--- src/rtl/fp_mul_if.sv ---
// Operand/result handshake bundle for the sequential FP multiplier.
// master = operand source and result consumer; slave = multiplier.
interface fp_mul_if #(
    parameter int unsigned m = 8,
    parameter int unsigned n = 23
);
    logic [m+n:0] a_in;
    logic [m+n:0] b_in;
    logic         in_valid;
    logic         in_ready;
    logic [m+n:0] c_out;
    logic         out_valid;
    logic         out_ready;
    logic         ovf;
    logic         unf;

    modport master (
        output a_in, b_in, in_valid, out_ready,
        input  in_ready, c_out, out_valid, ovf, unf
    );

    modport slave (
        input  a_in, b_in, in_valid, out_ready,
        output in_ready, c_out, out_valid, ovf, unf
    );
endinterface

--- src/rtl/fp_mul_seq.sv ---
// Multi-cycle FP multiplier: shift-add mantissa product, one multiplier bit per cycle.
// Define FP_MUL_RNE_EN for round-to-nearest-even; default build truncates.
module fp_mul_seq #(
    parameter int unsigned m = 8,
    parameter int unsigned n = 23
) (
    input logic     clk,
    input logic     rst_n,
    fp_mul_if.slave bus
);
    localparam int unsigned W  = m + n + 1;
    localparam int unsigned PW = 2 * n + 2;
    localparam int unsigned EW = m + 2;
    localparam int unsigned CW = $clog2(n + 1);

    localparam logic signed [EW-1:0] Bias    = EW'(2 ** (m - 1) - 1);
    localparam logic signed [EW-1:0] ExpMax  = EW'(2 ** m - 1);
    localparam logic signed [EW-1:0] ExpOne  = EW'(1);
    localparam logic signed [EW-1:0] ExpZero = '0;

    typedef enum logic [1:0] {StIdle, StMul, StNorm, StDone} state_e;

    state_e                state_q, state_d;
    logic                  sign_q, sign_d;
    logic [n:0]            mcand_q, mcand_d;
    logic [n:0]            mplier_q, mplier_d;
    logic [PW-1:0]         acc_q, acc_d;
    logic [CW-1:0]         cnt_q, cnt_d;
    logic signed [EW-1:0]  exp_q, exp_d;
    logic [W-1:0]          c_q, c_d;
    logic                  ovf_q, ovf_d;
    logic                  unf_q, unf_d;

    // Normalisation and (optional) rounding of the finished product
    logic [n-1:0]          frac_f;
    logic signed [EW-1:0]  exp_f;

    always_comb begin
        logic [n-1:0]         frac_n;
        logic signed [EW-1:0] exp_n;
`ifdef FP_MUL_RNE_EN
        logic         guard;
        logic         sticky;
        logic         carry;
        logic [n-1:0] frac_r;
`endif
        if (acc_q[PW-1]) begin
            frac_n = acc_q[2*n:n+1];
            exp_n  = exp_q + ExpOne;
        end else begin
            frac_n = acc_q[2*n-1:n];
            exp_n  = exp_q;
        end
`ifdef FP_MUL_RNE_EN
        guard  = acc_q[PW-1] ? acc_q[n]          : acc_q[n-1];
        sticky = acc_q[PW-1] ? (|acc_q[n-1:0])   : (|acc_q[n-2:0]);
        {carry, frac_r} = {1'b0, frac_n} + {{n{1'b0}}, guard & (sticky | frac_n[0])};
        if (carry) begin
            frac_f = '0;
            exp_f  = exp_n + ExpOne;
        end else begin
            frac_f = frac_r;
            exp_f  = exp_n;
        end
`else
        frac_f = frac_n;
        exp_f  = exp_n;
`endif
    end

    always_comb begin
        state_d  = state_q;
        sign_d   = sign_q;
        mcand_d  = mcand_q;
        mplier_d = mplier_q;
        acc_d    = acc_q;
        cnt_d    = cnt_q;
        exp_d    = exp_q;
        c_d      = c_q;
        ovf_d    = ovf_q;
        unf_d    = unf_q;
        unique case (state_q)
            StIdle: begin
                if (bus.in_valid) begin
                    sign_d   = bus.a_in[W-1] ^ bus.b_in[W-1];
                    mcand_d  = {1'b1, bus.a_in[n-1:0]};
                    mplier_d = {1'b1, bus.b_in[n-1:0]};
                    exp_d    = $signed({2'b00, bus.a_in[W-2:n]})
                             + $signed({2'b00, bus.b_in[W-2:n]}) - Bias;
                    acc_d    = '0;
                    cnt_d    = '0;
                    ovf_d    = 1'b0;
                    unf_d    = 1'b0;
                    if (bus.a_in[W-2:0] == '0 || bus.b_in[W-2:0] == '0) begin
                        c_d     = '0;
                        state_d = StDone;
                    end else begin
                        state_d = StMul;
                    end
                end
            end
            StMul: begin
                if (mplier_q[cnt_q]) acc_d = acc_q + (PW'(mcand_q) << cnt_q);
                cnt_d = cnt_q + 1'b1;
                if (cnt_q == CW'(n)) state_d = StNorm;
            end
            StNorm: begin
                if (exp_f >= ExpMax) begin
                    c_d   = {sign_q, {m{1'b1}}, {n{1'b0}}};
                    ovf_d = 1'b1;
                end else if (exp_f <= ExpZero) begin
                    c_d   = {sign_q, {(m + n){1'b0}}};
                    unf_d = 1'b1;
                end else begin
                    c_d = {sign_q, exp_f[m-1:0], frac_f};
                end
                state_d = StDone;
            end
            StDone: begin
                if (bus.out_ready) begin
                    state_d = StIdle;
                    ovf_d   = 1'b0;
                    unf_d   = 1'b0;
                end
            end
            default: state_d = StIdle;
        endcase
    end

    always_ff @(posedge clk or negedge rst_n) begin
        if (!rst_n) begin
            state_q  <= StIdle;
            sign_q   <= 1'b0;
            mcand_q  <= '0;
            mplier_q <= '0;
            acc_q    <= '0;
            cnt_q    <= '0;
            exp_q    <= '0;
            c_q      <= '0;
            ovf_q    <= 1'b0;
            unf_q    <= 1'b0;
        end else begin
            state_q  <= state_d;
            sign_q   <= sign_d;
            mcand_q  <= mcand_d;
            mplier_q <= mplier_d;
            acc_q    <= acc_d;
            cnt_q    <= cnt_d;
            exp_q    <= exp_d;
            c_q      <= c_d;
            ovf_q    <= ovf_d;
            unf_q    <= unf_d;
        end
    end

    assign bus.in_ready  = (state_q == StIdle);
    assign bus.out_valid = (state_q == StDone);
    assign bus.c_out     = c_q;
    assign bus.ovf       = ovf_q;
    assign bus.unf       = unf_q;
endmodule

--- src/flat_wrapper.sv ---
// flat-port wrapper written by rule: the top's interface ports become plain ports
module fp_mul_seq_flat 
#(
    parameter int unsigned m = 8,
    parameter int unsigned n = 23
)
  (clk, rst_n, bus_a_in, bus_b_in, bus_in_valid, bus_out_ready, bus_in_ready, bus_c_out, bus_out_valid, bus_ovf, bus_unf);
  fp_mul_if #(.m(m), .n(n)) bus_i ();
  input logic clk;
  input logic rst_n;
  input wire logic [$bits(bus_i.a_in)-1:0] bus_a_in;
  input wire logic [$bits(bus_i.b_in)-1:0] bus_b_in;
  input wire logic [$bits(bus_i.in_valid)-1:0] bus_in_valid;
  input wire logic [$bits(bus_i.out_ready)-1:0] bus_out_ready;
  output wire logic [$bits(bus_i.in_ready)-1:0] bus_in_ready;
  output wire logic [$bits(bus_i.c_out)-1:0] bus_c_out;
  output wire logic [$bits(bus_i.out_valid)-1:0] bus_out_valid;
  output wire logic [$bits(bus_i.ovf)-1:0] bus_ovf;
  output wire logic [$bits(bus_i.unf)-1:0] bus_unf;
  assign bus_i.a_in = bus_a_in;
  assign bus_i.b_in = bus_b_in;
  assign bus_i.in_valid = bus_in_valid;
  assign bus_i.out_ready = bus_out_ready;
  assign bus_in_ready = bus_i.in_ready;
  assign bus_c_out = bus_i.c_out;
  assign bus_out_valid = bus_i.out_valid;
  assign bus_ovf = bus_i.ovf;
  assign bus_unf = bus_i.unf;
  fp_mul_seq #(.m(m), .n(n)) u_core (.clk(clk), .rst_n(rst_n), .bus(bus_i));
endmodule
--- config.mk ---
export PLATFORM = sky130hd
export DESIGN_NAME = fp_mul_seq_flat
export DESIGN_NICKNAME = d
export VERILOG_FILES = /design/src/rtl/fp_mul_if.sv /design/src/rtl/fp_mul_seq.sv /design/src/flat_wrapper.sv
export SDC_FILE = /design/constraint.sdc
export NUM_CORES = 1
export LEC_CHECK = 0
export ABC_AREA = 1
export CORE_AREA = 2 2 171 173
export CTS_CLUSTER_DIAMETER = 150
export DETAILED_ROUTE_END_ITERATION = 16
export DIE_AREA = 0 0 173 175
export GPL_TIMING_DRIVEN = 0
export PLACE_DENSITY = 0.67
export SLEW_MARGIN = 10
export SYNTH_ARGS = -nofsm -noshare
export SYNTH_HDL_FRONTEND = slang
export SYNTH_SLANG_ARGS = --single-unit
--- constraint.sdc ---
create_clock -name clk -period 2.7 [get_ports clk]
set_input_delay 0.54 -clock clk [delete_from_list [all_inputs] [get_ports clk]]
set_output_delay 0.54 -clock clk [all_outputs]
set_load 0.02 [all_outputs]
==> implementation parameters, run 1 <==
Parameter                              Value

Outcome
  Result of the run ... finished with violations
  Violated checks ... negative setup slack

Power and ir drop
  Peak supply drop ... a little under 0.0008 V
  Pleak ... 0.00885 uW
  Power density normalized to cell area ... around 1500 mW/mm2

CTS
  Maximum buffer depth of the clock tree ... 2
  CTS buffer count ... 17
  Clock tree from TritonCTS ... done
  Clock Sinks ... 147
  Root buffer cell ... sky130_fd_sc_hd__clkbuf_16
  CTS clk-pin slew, worst paths ... 0.07 ns
  Clock insertion delay at the later pin of the skew report ... 0.46 ns
  Clock H-tree levels ... 4

Logic synthesis
  Net count after synthesis ... between 2,000 and 2,500
  Post-synthesis cell type with the largest combined area ... sky130_fd_sc_hd__dfrtp_1
  Cell types with the highest counts after synthesis ... 787 x sky130_fd_sc_hd__nand2_1, 218 x sky130_fd_sc_hd__nor2_1, 201 x sky130_fd_sc_hd__inv_1, 155 x sky130_fd_sc_hd__nand3_1, 149 x sky130_fd_sc_hd__o21ai_0
  Synth async-reset ratio ... 100%
  Area share of the leading cell type in the synthesized netlist ... about 29%
  Number of distinct library cell variants in the gate-level netlist after synthesis ... 40
  Post-Synthesis Mean Instance Area ... slightly above 6 um2
  Post-synth top flop ... sky130_fd_sc_hd__dfrtp_1
  Warnings from Yosys ... 0
  Count of flip-flops with a built-in enable after synthesis ... 0
  Cells after synthesis ... 2,068
  Combined area of all synthesized cells ... around 0.013 mm2
  Count leader, synth ... sky130_fd_sc_hd__nand2_1
  Flop and latch count out of synthesis ... roughly 150
  Largest cells by area after synthesis ... sky130_fd_sc_hd__dfrtp_1 29%, sky130_fd_sc_hd__nand2_1 23%, sky130_fd_sc_hd__nor2_1 6.5%
  Sequential-to-total area share from yosys stat ... around 30%

Setup path
  Worst setup path category ... register to register
  Category of the worst setup path capture point ... register
  Reg2reg setup slack ... -0.64 ns
  Cell type of the slowest stage on the worst timing path ... sky130_fd_sc_hd__dfrtp_2
  Total buffers and inverters traversed by the critical path ... 5
  Maximum net fanout on the critical path ... 5
  Crit Reg-Reg Startpoint ... u_core.cnt_q[0]
  Sequence of cells on the critical path ... buf_6 -> buf_8 -> buf_8 -> nand2_4 -> nand2_2 -> o21ai_2 -> nor2_1 -> a31oi_2 -> nand2_1 -> o21ai_4 -> o21ai_2 -> ha_4 -> nand2_4 -> nor2_4 -> inv_4 -> buf_4 -> nor3_4 -> nand3_2 -> nand3_2 -> nand2_1 -> nand3_2 -> nand2_1
  Largest delay contributor family on the critical path ... simple AND/OR/NAND/NOR gates
  Endpoint arrival time on the critical path ... 3.70 ns
  Worst R2R End ... u_core.acc_q[33]
  Startpoint class of the critical path ... register
  Critical path data required time ... 3.06 ns
  Longest individual stage delay on the worst path ... around 0.45 ns
  Cell depth of the worst flop-to-flop path ... 22

Timing
  Shortest period the worst path allows ... approximately 3.3 ns
  RSZ-0062 raised after global routing ... yes
  Total setup violations reported at the end of the flow ... 44
  Slew at the pin with the worst max-slew slack ... slightly below 0.9 ns
  Worst clock skew ... 0.0129 ns
  Final critical-path setup slack ... -0.642 ns
  Final max-slew violation count ... 0
  Max-slew headroom ... slightly above 40%
  Part of the cycle the worst path needs ... 124%
  Hold Fails Final Rpt ... 0
  WHS ... roughly 0.48 ns
  Achievable clock frequency ... between 0.2 and 0.3 GHz

Floorplanning
  Number of placement rows ... 62
  Die Y ... between 150 and 200 um
  Initial standard-cell utilization of the core ... about 44%
  Total Die Area ... between 0.03 and 0.04 mm2
  I/O pin count ... 104
  Core Area ... roughly 0.028 mm2
  Horizontal extent of the die ... ~170 um

Route
  Vias ... about 15,000
  Number of detailed-route iterations in the first pass ... 6
  Wire per inst ... 18.4 um
  Via-per-instance ratio ... between 5 and 6
  DRT Wirelength ... 49,700 um
  Antenna Nets Post-Route ... 0
  Remaining DRCs ... 0
  Count of routing violations after the opening detailed-route iteration ... 1,398

Finish
  Reg area ... 0.00368 mm2
  Post-layout instance count excluding filler cells ... between 2,000 and 3,000
  Area occupied by multi-input gates ... ~0.011 mm2
  # nets final ... around 2,400
  Antenna Cells ... 0
  Share of layout cells above drive strength 1 ... 31.6%
  Area grow syn2layout ... 48.8%
  Filler cell count in the final layout ... around 2,400

Placed design
  Placed Cells ... roughly 2,600
  Last weighted congestion value of the routability-driven placer ... about 1
  Port-buffer cells ... between 100 and 150
  Post-detail-place hpwl ... 35,700 um

Global route
  Pin count of the biggest net entering global routing ... approximately 100
  Wire length of the first global-routing pass ... 75,100 um
  Number of global-route vias before repair ... ~14,000
  Number of antenna violations at the first check in global routing ... 0
  Gr usage total ... a little under a third
  Overflow left after global routing ... 0

Min path
  Worst min-delay path class ... register to register
  Worst min-delay path endpoint ... u_core.bus.c_out[22]
  Number of instances on the worst hold path ... 2
  Startpoint of the most critical hold path ... u_core.bus.c_out[22]

Flow run
  Max capacitance violation total ... 0
[logic make-up after synthesis]
kind of cell	count (synthesis)	share of synthesized area [%]
simple gates	1236	39.9
fa+ha+maj	64	6.47
flops	147	29.2
xor+xnor	12	0.834
buf+inv	287	9.49
mux	8	0.635
compound gates	314	13.5
[registers in the layout, summed over array words and instances (netlist names)]
| name | cells |
|---|---|
| u_core.exp_q | 10 |
| u_core.bus.c_out | 32 |
| u_core.mcand_q | 23 |
| u_core.mplier_q | 24 |
| u_core.acc_q | 48 |
| u_core.bus.ovf | 1 |
| u_core.bus.unf | 1 |
| u_core.state_q | 2 |
| u_core.sign_q | 1 |
| u_core.cnt_q | 5 |
[power by group]
| group | switching, uW | internal (uW) |
|---|---|---|
| Combinational | 12700 | 8450 |
| Clock | 1040 | 1450 |
| Sequential | 762 | 2990 |
| Total | 14500 | 12900 |
[cells in the final DEF (no fill, tap or decap), types with 6 or more instances in the layout]
master	count
sky130_fd_sc_hd__nor3_4	8
sky130_fd_sc_hd__o31ai_1	8
sky130_fd_sc_hd__o21ai_4	24
sky130_fd_sc_hd__nand3b_1	10
sky130_fd_sc_hd__clkdlybuf4s50_1	102
sky130_fd_sc_hd__o21ai_1	47
sky130_fd_sc_hd__nand3_1	126
sky130_fd_sc_hd__o21ai_0	49
sky130_fd_sc_hd__o21ai_2	63
sky130_fd_sc_hd__buf_6	26
sky130_fd_sc_hd__a21oi_1	33
sky130_fd_sc_hd__ha_1	18
sky130_fd_sc_hd__nor2_1	151
sky130_fd_sc_hd__clkbuf_1	30
sky130_fd_sc_hd__nand4_1	31
sky130_fd_sc_hd__a21oi_4	23
sky130_fd_sc_hd__xnor2_1	7
sky130_fd_sc_hd__nand2_1	620
sky130_fd_sc_hd__clkbuf_16	18
sky130_fd_sc_hd__a21oi_2	20
sky130_fd_sc_hd__nor2_4	45
sky130_fd_sc_hd__nand2_4	52
sky130_fd_sc_hd__nand2_2	113
sky130_fd_sc_hd__inv_2	53
sky130_fd_sc_hd__o211ai_1	28
sky130_fd_sc_hd__dfrtp_1	144
sky130_fd_sc_hd__buf_2	16
sky130_fd_sc_hd__buf_4	100
sky130_fd_sc_hd__inv_1	148
sky130_fd_sc_hd__nand3_2	26
sky130_fd_sc_hd__ha_4	42
sky130_fd_sc_hd__nor3_1	6
sky130_fd_sc_hd__nor2_2	24
sky130_fd_sc_hd__inv_4	6
[timing repair]
action,CTS,global route
gates cloned,3,1
endpoints found under the hold margin,28,0
pin swaps,112,98
setup endpoints to repair,46,46
resized for setup,485,321
hold buffers,1,0
setup buffers,79,29
[area by class of cell]
class | instances | share of cell area (%)
well taps | 384 | 2.56
clock buffers | 19 | 2.31
clock inverters | 13 | 0.847
plain buffers | 79 | 2.71
repair buffers | 217 | 11.0
flip-flops and latches | 147 | 19.6
multi-input cells | 1634 | 56.7
inverters | 208 | 4.24
[worst max path at each step]
stage,cells after the start,end,slack [ns],from
after floorplan,23,u_core.acc_q[41],-0.19,u_core.cnt_q[0]
after global routing,24,u_core.acc_q[42],-0.79,u_core.cnt_q[0]
final,22,u_core.acc_q[33],-0.64,u_core.cnt_q[0]
after CTS,20,u_core.acc_q[38],-0.56,u_core.cnt_q[0]
after detailed placement,18,u_core.acc_q[30],-1.25,u_core.cnt_q[2]
after global placement,1,u_core.acc_q[10],-5.14,rst_n
[stage by stage]
step	setup TNS (ns)	power, uW	utilization (%)	setup slack [ns]	area, um2
2_1_floorplan	-1.70	11800	-	-0.186	12700
3_3_place_gp	-799.39	15400	50.1	-5.14	14200
3_5_place_dp	-47.17	15500	50.2	-1.25	14300
4_1_cts	-17.07	23700	60.7	-0.563	17200
5_1_grt	-26.12	28900	66.0	-0.795	18800
6_report	-20.99	27400	66.0	-0.642	18800
[per-layer routing]
metal  track usage (%)  vias up  part of all wire (%)
met5                 0        -                     0
li1                  -     7190                     -
met1              41.6     6965                    43
met2              50.9      573                    46
met3              4.96      142                   6.9
met4              14.1        0                   4.6
[worst register-to-register path: stages (launching register included)]
cell,delay [ns]
sky130_fd_sc_hd__dfrtp_2,0.45
sky130_fd_sc_hd__buf_6,0.15
sky130_fd_sc_hd__buf_8,0.13
sky130_fd_sc_hd__buf_8,0.14
sky130_fd_sc_hd__nand2_4,0.06
sky130_fd_sc_hd__nand2_2,0.06
sky130_fd_sc_hd__o21ai_2,0.13
sky130_fd_sc_hd__nor2_1,0.07
sky130_fd_sc_hd__a31oi_2,0.26
sky130_fd_sc_hd__nand2_1,0.15
sky130_fd_sc_hd__o21ai_4,0.13
sky130_fd_sc_hd__o21ai_2,0.11
sky130_fd_sc_hd__ha_4,0.35
sky130_fd_sc_hd__nand2_4,0.08
sky130_fd_sc_hd__nor2_4,0.12
sky130_fd_sc_hd__inv_4,0.07
sky130_fd_sc_hd__buf_4,0.14
sky130_fd_sc_hd__nor3_4,0.21
sky130_fd_sc_hd__nand3_2,0.14
sky130_fd_sc_hd__nand3_2,0.09
sky130_fd_sc_hd__nand2_1,0.06
sky130_fd_sc_hd__nand3_2,0.10
sky130_fd_sc_hd__nand2_1,0.05
Note: power is estimated with default switching activity, not from simulation.
==> run 2: changes to the inputs <==
--- a/config.mk
+++ b/config.mk
@@ -11,7 +11,7 @@
 export DETAILED_ROUTE_END_ITERATION = 16
 export DIE_AREA = 0 0 173 175
 export GPL_TIMING_DRIVEN = 0
-export PLACE_DENSITY = 0.67
+export PLACE_DENSITY = 0.65
 export SLEW_MARGIN = 10
 export SYNTH_ARGS = -nofsm -noshare
 export SYNTH_HDL_FRONTEND = slang
==> constraint.sdc (replaced) <==
create_clock -name clk -period 3.6 [get_ports clk]
set_input_delay 0.72 -clock clk [delete_from_list [all_inputs] [get_ports clk]]
set_output_delay 0.72 -clock clk [all_outputs]
set_load 0.02 [all_outputs]
==> run 2 against run 1 <==
Compared with the run above: the run now ends clean; largest cell class unchanged; wire length down 4.2%; sequential cell count unchanged; final cell count down 2.3%; sequential share of layout area up 2.6 points; critical path type unchanged; combinational power down 43%; via count down 4.9%.
==> implementation parameters, run 2 (same netlist as run 1, synthesis figures left out) <==
Parameter                              Value

Global route
  Number of global-route vias before repair ... around 13,000
  Pin count of the biggest net entering global routing ... between 100 and 150
  Wire length of the first global-routing pass ... approximately 73,000 um
  Gr usage total ... 31.3%
  Overflow left after global routing ... 0
  Number of antenna violations at the first check in global routing ... 0

Route
  Number of detailed-route iterations in the first pass ... 7
  DRT Wirelength ... 47,600 um
  Wire per inst ... between 15 and 20 um
  Count of routing violations after the opening detailed-route iteration ... ~1,100
  Antenna Nets Post-Route ... 0
  Remaining DRCs ... 0
  Via-per-instance ratio ... about 5.4
  Vias ... 14,100

Floorplanning
  Core Area ... ~0.028 mm2
  I/O pin count ... 104
  Number of placement rows ... between 60 and 70
  Die Y ... approximately 180 um
  Initial standard-cell utilization of the core ... between 40% and 50%
  Horizontal extent of the die ... around 170 um
  Total Die Area ... about 0.030 mm2

CTS
  CTS clk-pin slew, worst paths ... roughly 0.070 ns
  Clock tree from TritonCTS ... done
  Clock insertion delay at the later pin of the skew report ... 0.45 ns
  Root buffer cell ... sky130_fd_sc_hd__clkbuf_16
  Number of hold-repair buffers added at the cts stage ... 0
  Clock H-tree levels ... 4
  Maximum buffer depth of the clock tree ... 2
  CTS buffer count ... 17
  Clock Sinks ... between 100 and 150

Power and ir drop
  Pleak ... 0.00795 uW
  Share of total power in combinational logic ... a little under three quarters
  Total Power ... 16,800 uW
  Sequential Power Share ... roughly 17%
  Internal ... roughly 7700 uW
  Part of the total power dissipated in the clock network ... ~12%
  Power density normalized to cell area ... 1010 mW/mm2
  Switching power of the nets ... 9060 uW
  Switching power as a share of total power ... between 50% and 60%
  Peak supply drop ... around 0.00062 V

Setup path
  Reg2reg setup slack ... around 0.052 ns
  Worst R2R End ... u_core.acc_q[33]
  Longest individual stage delay on the worst path ... between 0.4 and 0.5 ns
  Crit Reg-Reg Startpoint ... u_core.cnt_q[0]
  Critical path's most frequent cell ... sky130_fd_sc_hd__nand2_1
  Total buffers and inverters traversed by the critical path ... 2
  Cell depth of the worst setup path ... 19
  Critical path data required time ... ~3.9 ns
  Worst setup path category ... register to register
  Endpoint of the most critical setup path ... u_core.acc_q[33]
  Category of the worst setup path capture point ... register
  Largest delay contributor family on the critical path ... simple AND/OR/NAND/NOR gates
  Sequence of cells on the critical path ... buf_6 -> buf_6 -> or2_2 -> o21ai_2 -> o21ai_1 -> nand2_1 -> o21ai_2 -> o21ai_2 -> nor2_1 -> ha_1 -> nand2_1 -> nor2_2 -> nand4_1 -> nor2_2 -> nand3_1 -> nand3_1 -> nand2_1 -> nand3_1 -> nand2_1
  Cell type of the slowest stage on the worst timing path ... sky130_fd_sc_hd__dfrtp_2
  Startpoint class of the critical path ... register
  Endpoint arrival time on the critical path ... 3.88 ns
  Maximum net fanout on the critical path ... 10
  Cell depth of the worst flop-to-flop path ... 19
  Critical Path Source ... u_core.cnt_q[0]

Finish
  Antenna Cells ... 0
  Flip-flop count of the largest register, all copies and words added ... 48
  Most used cells in the layout excluding fill and tap cells ... 724 x sky130_fd_sc_hd__nand2_1, 187 x sky130_fd_sc_hd__inv_1, 170 x sky130_fd_sc_hd__nor2_1, 148 x sky130_fd_sc_hd__nand3_1, 143 x sky130_fd_sc_hd__dfrtp_1
  Area grow syn2layout ... 31.5%
  Share of layout cells above drive strength 1 ... about a fifth
  # nets final ... between 2,000 and 2,500
  Biggest register ... u_core.acc_q
  Post-layout instance count excluding filler cells ... roughly 2,600
  Leading cell type in the layout, fill and taps excluded ... sky130_fd_sc_hd__nand2_1
  Final design instance area without fill ... ~0.017 mm2
  Filler cell count in the final layout ... between 2,000 and 3,000

Placed design
  Placement-stage cell area ... 0.0141 mm2
  Worst-case setup slack after placement ... -0.620 ns
  Last weighted congestion value of the routability-driven placer ... approximately 0.97
  Port-buffer cells ... approximately 100
  Post-detail-place hpwl ... 37,500 um
  Placed Cells ... between 2,000 and 3,000

Timing
  Final max-slew violation count ... 0
  Max-slew headroom ... around 53%
  Part of the cycle the worst path needs ... a little over nine tenths
  Final critical-path setup slack ... 0.0519 ns
  Worst clock skew ... about 0.015 ns
  Hold Fails Final Rpt ... 0
  RSZ-0062 raised after global routing ... yes
  Slew at the pin with the worst max-slew slack ... roughly 0.70 ns
  Shortest period the worst path allows ... 3.55 ns
  Achievable clock frequency ... ~0.28 GHz
  Total setup violations reported at the end of the flow ... 0

Flow run
  Max capacitance violation total ... 0

Min path
  Worst min-delay path class ... input port to asynchronous set/reset pin

Outcome
  Result of the run ... completed
## run 2: worst min-delay path by stage
stage | start | endpoint | slack (ns) | cells past startpoint
4_1_cts | rst_n | u_core.exp_q[9] | 0.16 | 1
5_1_grt | rst_n | u_core.exp_q[9] | 0.18 | 1
3_5_place_dp | u_core.mplier_q[23] | u_core.mplier_q[23] | 0.46 | 2
6_report | rst_n | u_core.bus.c_out[28] | 0.17 | 1
2_1_floorplan | rst_n | u_core.acc_q[0] | 0.42 | 0
3_3_place_gp | u_core.mplier_q[23] | u_core.mplier_q[23] | 0.46 | 2
## run 2: layout make-up
| cell class | instances | area, um2 | share of cell area [%] |
|---|---|---|---|
| flip-flops and latches | 147 | 3680 | 22.2 |
| well taps | 384 | 480 | 2.90 |
| plain buffers | 78 | 473 | 2.85 |
| inverters | 208 | 781 | 4.71 |
| repair buffers | 156 | 1450 | 8.77 |
| clock inverters | 13 | 173 | 1.04 |
| multi-input cells | 1634 | 9070 | 54.8 |
| clock buffers | 19 | 453 | 2.73 |
## run 2: metal layers
metal / global-route usage (%) / routed length [um] / vias up
met5: 0 / 0 / -
li1: - / - / 7057
met3: 5.55 / 2990 / 67
met1: 44.3 / 22300 / 6563
met2: 48.3 / 21200 / 455
met4: 10.1 / 1220 / 0
## run 2: timing repair
item / CTS / global route
resized for setup: 166 / 295
endpoints found under the setup margin: 40 / 40
pin swaps: 36 / 74
setup buffers: 25 / 27
## run 2: per-stage QoR
step	utilization [%]	setup TNS, ns	hold WS, ns
after detailed placement	49.8	-12.78	0.463
after CTS	54.0	0	0.158
final	58.4	0	0.170
after global routing	58.4	-0.705	0.179
after global placement	49.7	-672.29	0.459
after floorplan	-	0	0.424
## run 2: power groups by stage
stage	Clock, uW	Combinational (uW)	Sequential (uW)
4_1_cts	1960	9800	2720
3_3_place_gp	0	8690	2710
6_report	1940	12100	2770
3_5_place_dp	0	8750	2720
5_1_grt	2030	13100	2840
2_1_floorplan	0	5930	2660
==> run 3: changes to the inputs <==
--- a/config.mk
+++ b/config.mk
@@ -6,12 +6,13 @@
 export NUM_CORES = 1
 export LEC_CHECK = 0
 export ABC_AREA = 1
-export CORE_AREA = 2 2 171 173
+export ABC_CLOCK_PERIOD_IN_PS = 3600
+export CORE_AREA = 2 2 205 207
 export CTS_CLUSTER_DIAMETER = 150
 export DETAILED_ROUTE_END_ITERATION = 16
-export DIE_AREA = 0 0 173 175
+export DIE_AREA = 0 0 207 209
 export GPL_TIMING_DRIVEN = 0
-export PLACE_DENSITY = 0.65
+export PLACE_DENSITY = 0.44
 export SLEW_MARGIN = 10
 export SYNTH_ARGS = -nofsm -noshare
 export SYNTH_HDL_FRONTEND = slang
==> run 3 against run 2 <==
Compared with the run above: clock power about the same; wire length increased by 7.8%; global-route usage decreased by 7.5 points; non-clock buffer count decreased by 9; combinational power about the same; hold slack improved by 0.0082 ns; final cell count increased by 5.5%; sequential share of layout area decreased by 0.18 points; critical path depth unchanged; via count decreased by 2.3%; highest routed layer is now met5.
==> implementation parameters, run 3 (same netlist as run 1, synthesis figures left out) <==
Parameter                              Value

Timing
  Hold Fails Final Rpt ... 0
  Total setup violations reported at the end of the flow ... 0
  Slew at the pin with the worst max-slew slack ... ~1.0 ns
  Final max-slew violation count ... 0
  Max-slew headroom ... around a third
  Sum of negative setup slack ... 0 ns
  Worst clock skew ... approximately 0.016 ns
  Shortest period the worst path allows ... 3.52 ns
  Achievable clock frequency ... ~0.28 GHz
  RSZ-0062 raised after global routing ... yes
  Part of the cycle the worst path needs ... between 90% and 100%

Setup path
  Critical path data required time ... ~4.0 ns
  Category of the worst setup path capture point ... register
  Worst R2R End ... u_core.acc_q[33]
  Total buffers and inverters traversed by the critical path ... 2
  Startpoint class of the critical path ... register
  Endpoint of the most critical setup path ... u_core.acc_q[33]
  Critical Path Source ... u_core.cnt_q[0]
  Cell depth of the worst flop-to-flop path ... 19
  Cell type of the slowest stage on the worst timing path ... sky130_fd_sc_hd__dfrtp_2
  Endpoint arrival time on the critical path ... 3.90 ns
  Largest delay contributor family on the critical path ... simple AND/OR/NAND/NOR gates
  Sequence of cells on the critical path ... buf_6 -> buf_4 -> or2_2 -> o21ai_2 -> o21ai_1 -> nand2_1 -> o21ai_2 -> o21ai_4 -> nor2_1 -> ha_1 -> nand2_2 -> nor2_4 -> nand4_1 -> nor2_2 -> nand3_1 -> nand3_1 -> nand2_1 -> nand3_1 -> nand2_1
  Reg2reg setup slack ... between 0.08 and 0.09 ns
  Cell depth of the worst setup path ... 19
  Maximum net fanout on the critical path ... 10
  Longest individual stage delay on the worst path ... 0.44 ns
  Worst setup path category ... register to register
  Crit Reg-Reg Startpoint ... u_core.cnt_q[0]

Floorplanning
  I/O pin count ... 104
  Total Die Area ... 0.0433 mm2
  Initial standard-cell utilization of the core ... slightly above 30%
  Horizontal extent of the die ... just over 200 um
  Core Area ... approximately 0.041 mm2
  Die Y ... roughly 210 um
  Number of placement rows ... between 70 and 80

Placed design
  Port-buffer cells ... roughly 100
  Last weighted congestion value of the routability-driven placer ... 0.935
  Placed Cells ... 2,711
  Post-detail-place hpwl ... between 40,000 and 50,000 um

Finish
  Flip-flop count of the largest register, all copies and words added ... 48
  Area grow syn2layout ... 32.5%
  Reg area ... approximately 0.0037 mm2
  Share of layout cells above drive strength 1 ... ~17%
  Area occupied by multi-input gates ... between 0.009 and 0.01 mm2
  Biggest register ... u_core.acc_q
  Antenna Cells ... 0
  Most used cells in the layout excluding fill and tap cells ... 737 x sky130_fd_sc_hd__nand2_1, 195 x sky130_fd_sc_hd__inv_1, 175 x sky130_fd_sc_hd__nor2_1, 151 x sky130_fd_sc_hd__nand3_1, 145 x sky130_fd_sc_hd__dfrtp_1
  Leading cell type in the layout, fill and taps excluded ... sky130_fd_sc_hd__nand2_1
  Filler cell count in the final layout ... ~4,500
  Post-layout instance count excluding filler cells ... roughly 2,800
  # nets final ... roughly 2,400

CTS
  Clock tree from TritonCTS ... done
  Number of hold-repair buffers added at the cts stage ... 0
  Clock H-tree levels ... 4
  Clock Sinks ... roughly 150
  Maximum buffer depth of the clock tree ... 2
  CTS clk-pin slew, worst paths ... about 0.070 ns
  Root buffer cell ... sky130_fd_sc_hd__clkbuf_16
  CTS buffer count ... 17
  Clock insertion delay at the later pin of the skew report ... roughly 0.50 ns

Route
  Count of routing violations after the opening detailed-route iteration ... around 840
  Remaining DRCs ... 0
  Vias ... 13,800
  Via-per-instance ratio ... between 4 and 5
  DRT Wirelength ... between 50,000 and 60,000 um
  Wire per inst ... between 15 and 20 um
  Number of detailed-route iterations in the first pass ... 5
  Antenna Nets Post-Route ... 0

Global route
  GRT Max-Usage Layer ... met2
  Fraction of met1 tracks used by global routing ... between 30% and 40%
  Global-route met3 utilization ... under 10%
  Number of antenna violations at the first check in global routing ... 1
  Gr usage total ... about a quarter
  Met2 track demand over resource ... between 30% and 40%
  Overflow left after global routing ... 0
  Wire length of the first global-routing pass ... roughly 80,000 um
  Number of global-route vias before repair ... around 13,000
  Pin count of the biggest net entering global routing ... just under 80

Flow run
  Max capacitance violation total ... 0

Power and ir drop
  Part of the total power dissipated in the clock network ... roughly an eighth
  Peak supply drop ... 0.000447 V
  Switching power of the nets ... about 9000 uW
  Internal ... about 7500 uW
  Pleak ... 0.00788 uW
  Power density normalized to cell area ... just under 1000 mW/mm2
  Switching power as a share of total power ... a little over half
  Share of total power in combinational logic ... a little under three quarters
  Sequential Power Share ... between 10% and 20%

Min path
  Worst min-delay path class ... input port to asynchronous set/reset pin

Outcome
  Result of the run ... completed
[run 3: changes by cell type in the layout (fill, tap and decap cells not counted), sizes merged]
cell      change
clkinv        -2
clkbuf        +1
bufinv        -1
buf           -9
clkinvlp      -1
inv           +3
[run 3: routing by layer]
metal	part of all wire (%)	wire (um)	vias up
met5	0.021	11	-
li1	-	-	7021
met1	47	24400	6471
met2	47	24100	273
met4	2.1	1080	2
met3	3.6	1840	51
[run 3: worst min-delay path by stage]
stage / start / endpoint / slack, ns / depth (start not counted)
floorplan: rst_n / u_core.acc_q[0] / 0.42 / 0
global placement: u_core.mplier_q[20] / u_core.mplier_q[20] / 0.46 / 2
detailed placement: u_core.bus.c_out[28] / u_core.bus.c_out[28] / 0.46 / 2
CTS: rst_n / u_core.bus.c_out[28] / 0.18 / 1
global route: rst_n / u_core.bus.c_out[25] / 0.21 / 1
finish: rst_n / u_core.bus.c_out[25] / 0.18 / 1
[run 3: stage by stage]
step	power, uW	util, %	hold WS [ns]	instance area, um2	worst slack, ns
after global placement	11700	34.7	0.461	14300	-4.98
after detailed placement	11700	34.7	0.465	14300	-0.732
after global routing	17800	40.4	0.212	16700	-0.0926
final	16500	40.4	0.178	16700	0.0829
after floorplan	8580	-	0.424	12600	0.658
after CTS	14700	37.7	0.184	15600	-0.00982
[run 3: final cells by class]
type,instances,area share [%]
flip-flops and latches,147,22.1
plain buffers,79,2.75
clock buffers,20,2.74
clock inverters,12,0.869
repair buffers,146,8.26
well taps,539,4.04
multi-input cells,1634,54.6
inverters,208,4.69
[run 3: timing repair]
action | in CTS | in global routing
setup endpoints to repair | 41 | 39
buffers inserted | 24 | 18
gates resized for setup | 186 | 240
pin swaps | 33 | 58
[run 3: worst reg2reg max path, delay by kind of cell (launching register included)]
kind | cells | cell delay (ns)
simple gates | 12 | 1.73
buf+inv | 2 | 0.34
compound gates | 4 | 0.49
fa+ha+maj | 1 | 0.40
flops | 1 | 0.44
[run 3: power by group through the flow]
| stage | Sequential (uW) | Combinational (uW) | Clock (uW) |
|---|---|---|---|
| 3_5_place_dp | 2750 | 8930 | 0 |
| 3_3_place_gp | 2750 | 8930 | 0 |
| 6_report | 2780 | 11800 | 1940 |
| 2_1_floorplan | 2660 | 5930 | 0 |
| 4_1_cts | 2740 | 10000 | 1990 |
| 5_1_grt | 2860 | 12800 | 2050 |
